$ cat config.mk
export PLATFORM = sky130hd
export DESIGN_NAME = seg7_scan_disp
export DESIGN_NICKNAME = d
export VERILOG_FILES = /design/src/rtl/seg7_scan_disp.sv
export SDC_FILE = /design/constraint.sdc
export NUM_CORES = 1
export LEC_CHECK = 0
export ABC_AREA = 1
export BUFFER_PORTS_ARGS = -buffer_cell sky130_fd_sc_hd__buf_2
export CORE_MARGIN = 3
export CORE_UTILIZATION = 40
export CTS_CLUSTER_DIAMETER = 120
export DETAILED_ROUTE_END_ITERATION = 10
export GPL_ROUTABILITY_DRIVEN = 0
export HOLD_SLACK_MARGIN = 0.12
export PLACE_DENSITY = 0.64
export SETUP_SLACK_MARGIN = 0.3
export SKIP_CTS_REPAIR_TIMING = 1
export SKIP_LAST_GASP = 1
export SLEW_MARGIN = 10
export SYNTH_ARGS = -nofsm -noshare
export SYNTH_HDL_FRONTEND = slang
export SYNTH_SLANG_ARGS = --single-unit
$ cat constraint.sdc
create_clock -name clk -period 2 [get_ports clk]
set_clock_uncertainty 0.1 [all_clocks]
set_input_delay 0 -clock clk [delete_from_list [all_inputs] [get_ports clk]]
set_output_delay 0 -clock clk [all_outputs]
set_load 0.02 [all_outputs]
$ cat src/rtl/seg7_scan_disp.sv
// Multiplexed 8-digit common-anode seven-segment driver with per-frame input snapshot, decimal point and blink.
// Optional anti-ghosting gap at the start of each digit slot is enabled by defining SEG7_GHOST_BLANK_EN.
module seg7_scan_disp #(
  parameter int SCAN_TICKS  = 50000,
  parameter int BLINK_TICKS = 25000000,
  parameter int BLANK_TICKS = 16
) (
  input  logic        clk,
  input  logic        rst,
  input  logic        en,
  input  logic [31:0] disp_num,
  input  logic [7:0]  point_in,
  input  logic [7:0]  blink_in,
  output logic [7:0]  an,
  output logic [7:0]  seg
);

  localparam int SW = (SCAN_TICKS  > 2) ? $clog2(SCAN_TICKS)  : 1;
  localparam int BW = (BLINK_TICKS > 2) ? $clog2(BLINK_TICKS) : 1;
  localparam logic [SW-1:0] SCAN_LAST  = SW'(SCAN_TICKS - 1);
  localparam logic [BW-1:0] BLINK_LAST = BW'(BLINK_TICKS - 1);
  localparam logic [SW-1:0] BLANK_END  = SW'(BLANK_TICKS);
`ifdef SEG7_GHOST_BLANK_EN
  localparam logic GAP_EN = 1'b1;
`else
  localparam logic GAP_EN = 1'b0;
`endif

  // Active-low {g,f,e,d,c,b,a} pattern for one hex digit.
  function automatic logic [6:0] hexcode(input logic [3:0] nib);
    case (nib)
      4'h0:    hexcode = 7'h40;
      4'h1:    hexcode = 7'h79;
      4'h2:    hexcode = 7'h24;
      4'h3:    hexcode = 7'h30;
      4'h4:    hexcode = 7'h19;
      4'h5:    hexcode = 7'h12;
      4'h6:    hexcode = 7'h02;
      4'h7:    hexcode = 7'h78;
      4'h8:    hexcode = 7'h00;
      4'h9:    hexcode = 7'h10;
      4'hA:    hexcode = 7'h08;
      4'hB:    hexcode = 7'h03;
      4'hC:    hexcode = 7'h46;
      4'hD:    hexcode = 7'h21;
      4'hE:    hexcode = 7'h06;
      4'hF:    hexcode = 7'h0E;
      default: hexcode = 7'h7F;
    endcase
  endfunction

  logic [SW-1:0] scan_cnt_r;
  logic [2:0]    idx_r;
  logic [BW-1:0] blink_cnt_r;
  logic          phase_r;
  logic [31:0]   data_r;
  logic [7:0]    point_r;
  logic [7:0]    blink_r;
  logic [7:0]    an_r;
  logic [7:0]    seg_r;

  logic          scan_wrap_s;
  logic          blink_wrap_s;
  logic          load_s;
  logic          blank_s;
  logic [3:0]    digit_s;
  logic [7:0]    an_nxt_s;
  logic [7:0]    seg_nxt_s;

  // Wrap/load strobes and next output pattern for the slot currently selected by idx_r.
  always_comb begin
    scan_wrap_s  = (scan_cnt_r == SCAN_LAST);
    blink_wrap_s = (blink_cnt_r == BLINK_LAST);
    load_s       = scan_wrap_s && (idx_r == 3'd7) && en;
    blank_s      = GAP_EN && (scan_cnt_r < BLANK_END);
    digit_s      = data_r[{idx_r, 2'b00} +: 4];
    seg_nxt_s    = {~point_r[idx_r], hexcode(digit_s)};
    an_nxt_s     = ~(8'b0000_0001 << idx_r);
    if ((phase_r && blink_r[idx_r]) || blank_s) begin
      an_nxt_s = 8'hFF;
    end else begin
      an_nxt_s = ~(8'b0000_0001 << idx_r);
    end
  end

  // Digit slot timer and digit index.
  always_ff @(posedge clk) begin
    if (!rst) begin
      scan_cnt_r <= '0;
      idx_r      <= 3'd0;
    end else if (scan_wrap_s) begin
      scan_cnt_r <= '0;
      idx_r      <= idx_r + 3'd1;
    end else begin
      scan_cnt_r <= scan_cnt_r + {{(SW-1){1'b0}}, 1'b1};
      idx_r      <= idx_r;
    end
  end

  // Free-running blink half-period timer, independent of scanning.
  always_ff @(posedge clk) begin
    if (!rst) begin
      blink_cnt_r <= '0;
      phase_r     <= 1'b0;
    end else if (blink_wrap_s) begin
      blink_cnt_r <= '0;
      phase_r     <= ~phase_r;
    end else begin
      blink_cnt_r <= blink_cnt_r + {{(BW-1){1'b0}}, 1'b1};
      phase_r     <= phase_r;
    end
  end

  // Snapshot only at the last cycle of digit 7 so a frame never mixes old and new data.
  always_ff @(posedge clk) begin
    if (!rst) begin
      data_r  <= 32'h0000_0000;
      point_r <= 8'h00;
      blink_r <= 8'h00;
    end else if (load_s) begin
      data_r  <= disp_num;
      point_r <= point_in;
      blink_r <= blink_in;
    end else begin
      data_r  <= data_r;
      point_r <= point_r;
      blink_r <= blink_r;
    end
  end

  // Registered display drive.
  always_ff @(posedge clk) begin
    if (!rst) begin
      an_r  <= 8'hFF;
      seg_r <= 8'hFF;
    end else begin
      an_r  <= an_nxt_s;
      seg_r <= seg_nxt_s;
    end
  end

  assign an  = an_r;
  assign seg = seg_r;

endmodule
After elaboration in Yosys (flattened, before gate mapping)
Memories as Yosys holds them, arrays and structs flattened. A register that Yosys moved wholly into a read port is not among the register bits.
Cells that the tools add are included.
{ "totals": {"word_cells": 34, "mem_count": 1, "regBits": 109, "mem_bits_ro": 112} }
{ "op_classes": {"shifts": 2, "eq_ne": 3, "mux": 4, "magnitude_cmp": 1, "add_sub_neg": 3, "bitwise_logic": 4, "n_reduce_logical": 7} }
{ "mem_list": {"columns": ["memory", "words", "word_bits", "rd", "rd_ports_with_merged_regs", "write_ports", "line", "rtl"], "rows": [
  ["(name not given)", 16, 7, 1, 1, 0, "31", "case (nib)"]
]} }
{ "op_table": {"columns": ["operator", "count"], "rows": [
  ["indexed part select 32 x 6 -> 4 bit", 1],
  ["adder 25 x 1 -> 25 bit (second input constant)", 1],
  ["== test 25 bit (second input constant)", 1],
  ["adder 16 x 1 -> 16 bit (second input constant)", 1],
  ["== test 16 bit (second input constant)", 1],
  ["NOT 8 bit", 1],
  ["left shift 1 x 3 -> 8 bit (first input constant)", 1],
  ["binary-select mux 1 bit (select 3 bit)", 2],
  ["OR reduction 2 bit", 3],
  ["< comparator 3 x 4 -> 1 bit (second input constant)", 1],
  ["adder 3 x 1 -> 3 bit (second input constant)", 1],
  ["== test 3 bit (second input constant)", 1],
  ["logical AND 1 bit", 3],
  ["NOT 1 bit", 3],
  ["2-to-1 mux 1 bit", 2],
  ["logical NOT 1 bit", 1]
]} }

Depth between registers and ports, before layout
{ "depth": {"word_depth": 4, "depth_mapped": 13, "depth_no_buf": 11} }

Least setup slack after synthesis
No wires, ideal clock.
{ "synth_timing": {"kind": "flip-flop to flip-flop", "start": "register idx_r[0]", "end": "register seg_r[6], in the netlist seg[6]", "t_arrival_ns": 1.629, "n_path_buf": 2, "synth_period_minus_slack_ns": 1.862, "path_slack_ns": 0.138, "stages_incl_launch_ff": 14, "path_cell_list": "dfxtp_1 buf_2 inv_2 buf_2 nand2_1 nand3_1 nand3_1 nand2_1 inv_1 ha_1 nand3_1 nand2_1 nand2_1 nand3_1"} }
{ "synth_via": {"elab_chain_len": 1} }
{ "synth_rtl": {"columns": ["item", "line", "rtl"], "rows": [
  ["start, declared", "53", "logic [2:0] idx_r;"],
  ["start signal, assigned", "93", "idx_r <= idx_r + 3'd1;"],
  ["start signal, assigned", "96", "idx_r <= idx_r;"],
  ["indexed part select 32 x 6 -> 4 bit", "76", "digit_s = data_r[{idx_r, 2'b00} +: 4];"],
  ["end, declared", "60", "logic [7:0] seg_r;"]
]} }
No other way between the ends.
A chain may end at the register's enable or synchronous reset.

Worst setup path in the final report
{ "layout_timing": {"start": "register idx_r[0]", "end": "register data_r[29]"} }
{ "layout_via": {"elab_chain_len": 3} }
{ "layout_rtl": {"columns": ["item", "line", "rtl"], "rows": [
  ["== test 3 bit", "74", "load_s = scan_wrap_s && (idx_r == 3'd7) && en;"],
  ["logical AND 1 bit (2 in series)", "74", null],
  ["end signal, assigned", "121", "data_r <= disp_num;"],
  ["end signal, assigned", "125", "data_r <= data_r;"],
  ["end, declared", "56", "logic [31:0] data_r;"]
]} }
No other way between the ends.

==> flow_metrics.env <==
export IMPL_die_h_um=123
export IMPL_place_port_buffers=66
export IMPL_rows=42
export IMPL_grt_max_degree=44
export IMPL_vias_per_cell=4.87
export IMPL_grt_pass1_vias=4315
export IMPL_timing_setup_tns_ns=0
export IMPL_seq_area_frac_synth_pct=40.0
export IMPL_post_route_cell_area_um2=8240
export IMPL_setup_slack_ns=0.223
export IMPL_wl_per_cell_um=13.6
export IMPL_die_w_um=123
export IMPL_cp_end_kind="register"
export IMPL_fill_cells=1081
export IMPL_max_slew_margin_pct=64.2
export IMPL_syn_avg_cell_area_um2=6.63
export IMPL_drive_gt1_share_pct=34.1
export IMPL_hold_class="primary input to register"
export IMPL_firstDrtPassIters=5
export IMPL_worstPathRequired_ns=2.19
export IMPL_synth_flop_cell="dfxtp_1"
export IMPL_hpwlAfterDp_um=8930
export IMPL_stdcell_count=1156
export IMPL_p_leak_nw=3.52
export IMPL_postRouteAntennaNets=0
export IMPL_grt_overflow_total=0
export IMPL_drtIter0Drc=342
export IMPL_fin_crit_ns=1.78
export IMPL_drc=0
export IMPL_n_antenna_cell=0
export IMPL_dieArea_um2=15100
export IMPL_root_buffer="clkbuf_16"
export IMPL_critical_path_class="register to register"
export IMPL_setup_viol=0
export IMPL_wl_um=15800
export IMPL_synth_area_leaders="dfxtp_1 40%, nand2_1 17%, nor2_1 8.6%"
export IMPL_synth_top_area_cell="dfxtp_1"
export IMPL_syn_nets=888
export IMPL_yosys_warnings=0
export IMPL_ys_ff_latch=109
export IMPL_netlist_instances=823
export IMPL_grt_use_total_pct=16.7
export IMPL_antenna_found_initial=0
export IMPL_synthToLayoutAreaGrowth_pct=51.0
export IMPL_cts_clk_slew_worst_paths_ns=0.08
export IMPL_initial_core_util_pct=41.1
export IMPL_synth_top_area_share_pct=40.0
export IMPL_synth_distinct_cells=29
export IMPL_dp_slack_ns=0.117
export IMPL_coreArea_um2=13300
export IMPL_status="finished, final reports clean"
export IMPL_peakVddDrop_mv=0.484
export IMPL_hold_viol=0
export IMPL_clock_tree_htree_level_count=3
export IMPL_cts_buffer_depth=2
export IMPL_nNetsFinal=1040
export IMPL_dp_cells=1059
export IMPL_tightest_slew_ns=0.537
export IMPL_yosysMostFrequentCell="nand2_1"
export IMPL_cts_tree="done"
export IMPL_clkLatencyLatePin_ns=0.36
export IMPL_vias=5626
export IMPL_max_cap_violations=0
export IMPL_clock_sinks=109
export IMPL_critPathLaunchType="register"
export IMPL_place_area_um2=6100
export IMPL_synthesis_area_um2=5460
export IMPL_cp_max_fo=7
export IMPL_synth_edf_count=0
export IMPL_synthArstFlopShare_pct=0
export IMPL_pin_count=67
export IMPL_worstPathArrival_ns=1.97
export IMPL_rsz0062_at_grt="yes"
export IMPL_ys_top_cells_by_count="245 x nand2_1, 125 x nor2_1, 109 x dfxtp_1"
export IMPL_grt_pass1_wl_um=20100
export IMPL_numCtsBuffers=9
export IMPL_timing_final_crit_share_pct=88.9
export IMPL_max_freq_mhz=563
export IMPL_cellPowerDensity_nw_per_um2=540
export IMPL_slew_viol_final=0
==> stage by stage <==
stage,power (mW),util [%],hold WS [ns]
after global placement,2.39,45.9,0.126
after detailed placement,2.39,45.9,0.131
after floorplan,2.31,-,0.0282
after global routing,4.59,62.0,0.0225
final,4.45,62.0,0.00201
after CTS,4.37,48.4,-0.244
==> worst max-delay path, stage by stage (launching register included) <==
cell and delay, ns:
dfxtp_4 0.46, ha_4 0.18, ha_4 0.13, nand2_2 0.05, inv_2 0.06, nand4_4 0.13, clkbuf_16 0.22, clkbuf_16 0.16
nand2_1 0.06, nand2_1 0.06, nor2_1 0.11
==> layer usage <==
layer	wire length [um]	global-route usage [%]	part of all wire [%]
met1	7050	24.7	45
met2	7390	24.2	47
met3	886	2.44	5.6
met4	437	6.93	2.8
met5	0	0	0
==> layout by cell type (no fill, tap or decap), types with 4 or more instances in the layout <==
master,netlist,routed
buf_4,3,27
o211ai_1,5,5
nand2_2,1,33
nand3_1,67,50
nand2_1,245,185
nand3_2,0,13
buf_6,5,6
ha_4,0,9
xor2_1,8,8
ha_1,14,5
or2_2,5,5
nor3_1,10,9
nand3b_1,4,4
a21oi_2,0,15
dfxtp_2,0,9
nor2_4,0,17
nor2_2,39,51
o21ai_0,9,9
nand4_1,17,17
clkbuf_16,0,22
dlygate4sd3_1,0,48
nand2_4,0,28
buf_2,10,66
nor2_1,125,96
nand3_4,0,4
a21oi_1,32,17
buf_12,0,9
dfxtp_1,109,98
inv_6,0,4
inv_1,92,87
==> kinds of logic (layout without fill, tap and decap cells) <==
logic type,Yosys count,count (layout),synth area share (%)
buffers and inverters,124,281,9.67
adder cells (fa/ha/maj),14,14,3.21
AO/OA/AOI/OAI,48,48,4.67
XOR/XNOR,10,10,1.60
AND/OR/NAND/NOR,518,518,40.9
flip-flops,109,109,40.0
==> state kept, by name (all words and copies together), names as in the netlist <==
register and flops:
blink_cnt_r 25, scan_cnt_r 16, idx_r 3, blink_r 8, phase_r 1, seg 8, point_r 8, an 8
data_r 32
==> layout make-up <==
| cell class | instances | area (um2) | share of cell area, % |
|---|---|---|---|
| Multi-Input combinational cell | 590 | 3500 | 42.4 |
| Tap cell | 176 | 220 | 2.67 |
| Timing Repair Buffer | 171 | 1630 | 19.8 |
| Sequential cell | 109 | 2200 | 26.7 |
| Inverter | 94 | 369 | 4.48 |
| Clock inverter | 7 | 104 | 1.26 |
| Clock buffer | 9 | 225 | 2.73 |
==> final timing paths <==
path	from	to	slack, ns	cells after the start
setup / recovery	idx_r[0]$_SDFFE_PN0N_	data_r[29]$_SDFFE_PN0P_	0.22	10
setup reg to reg	idx_r[0]$_SDFFE_PN0N_	data_r[29]$_SDFFE_PN0P_	0.22	10
hold reg to reg	scan_cnt_r[0]$_SDFF_PP0_	scan_cnt_r[0]$_SDFF_PP0_	0.35	1
hold / removal	rst	seg[6]$_SDFF_PN1_	0.002	2
==> report_power, final <==
part,leakage (nW),switching (mW),internal [mW]
Combinational,2.48,0.121,0.146
Sequential,0.887,0.0132,2.18
Clock,0.155,0.871,1.12
Note: power is estimated with default switching activity, not from simulation.
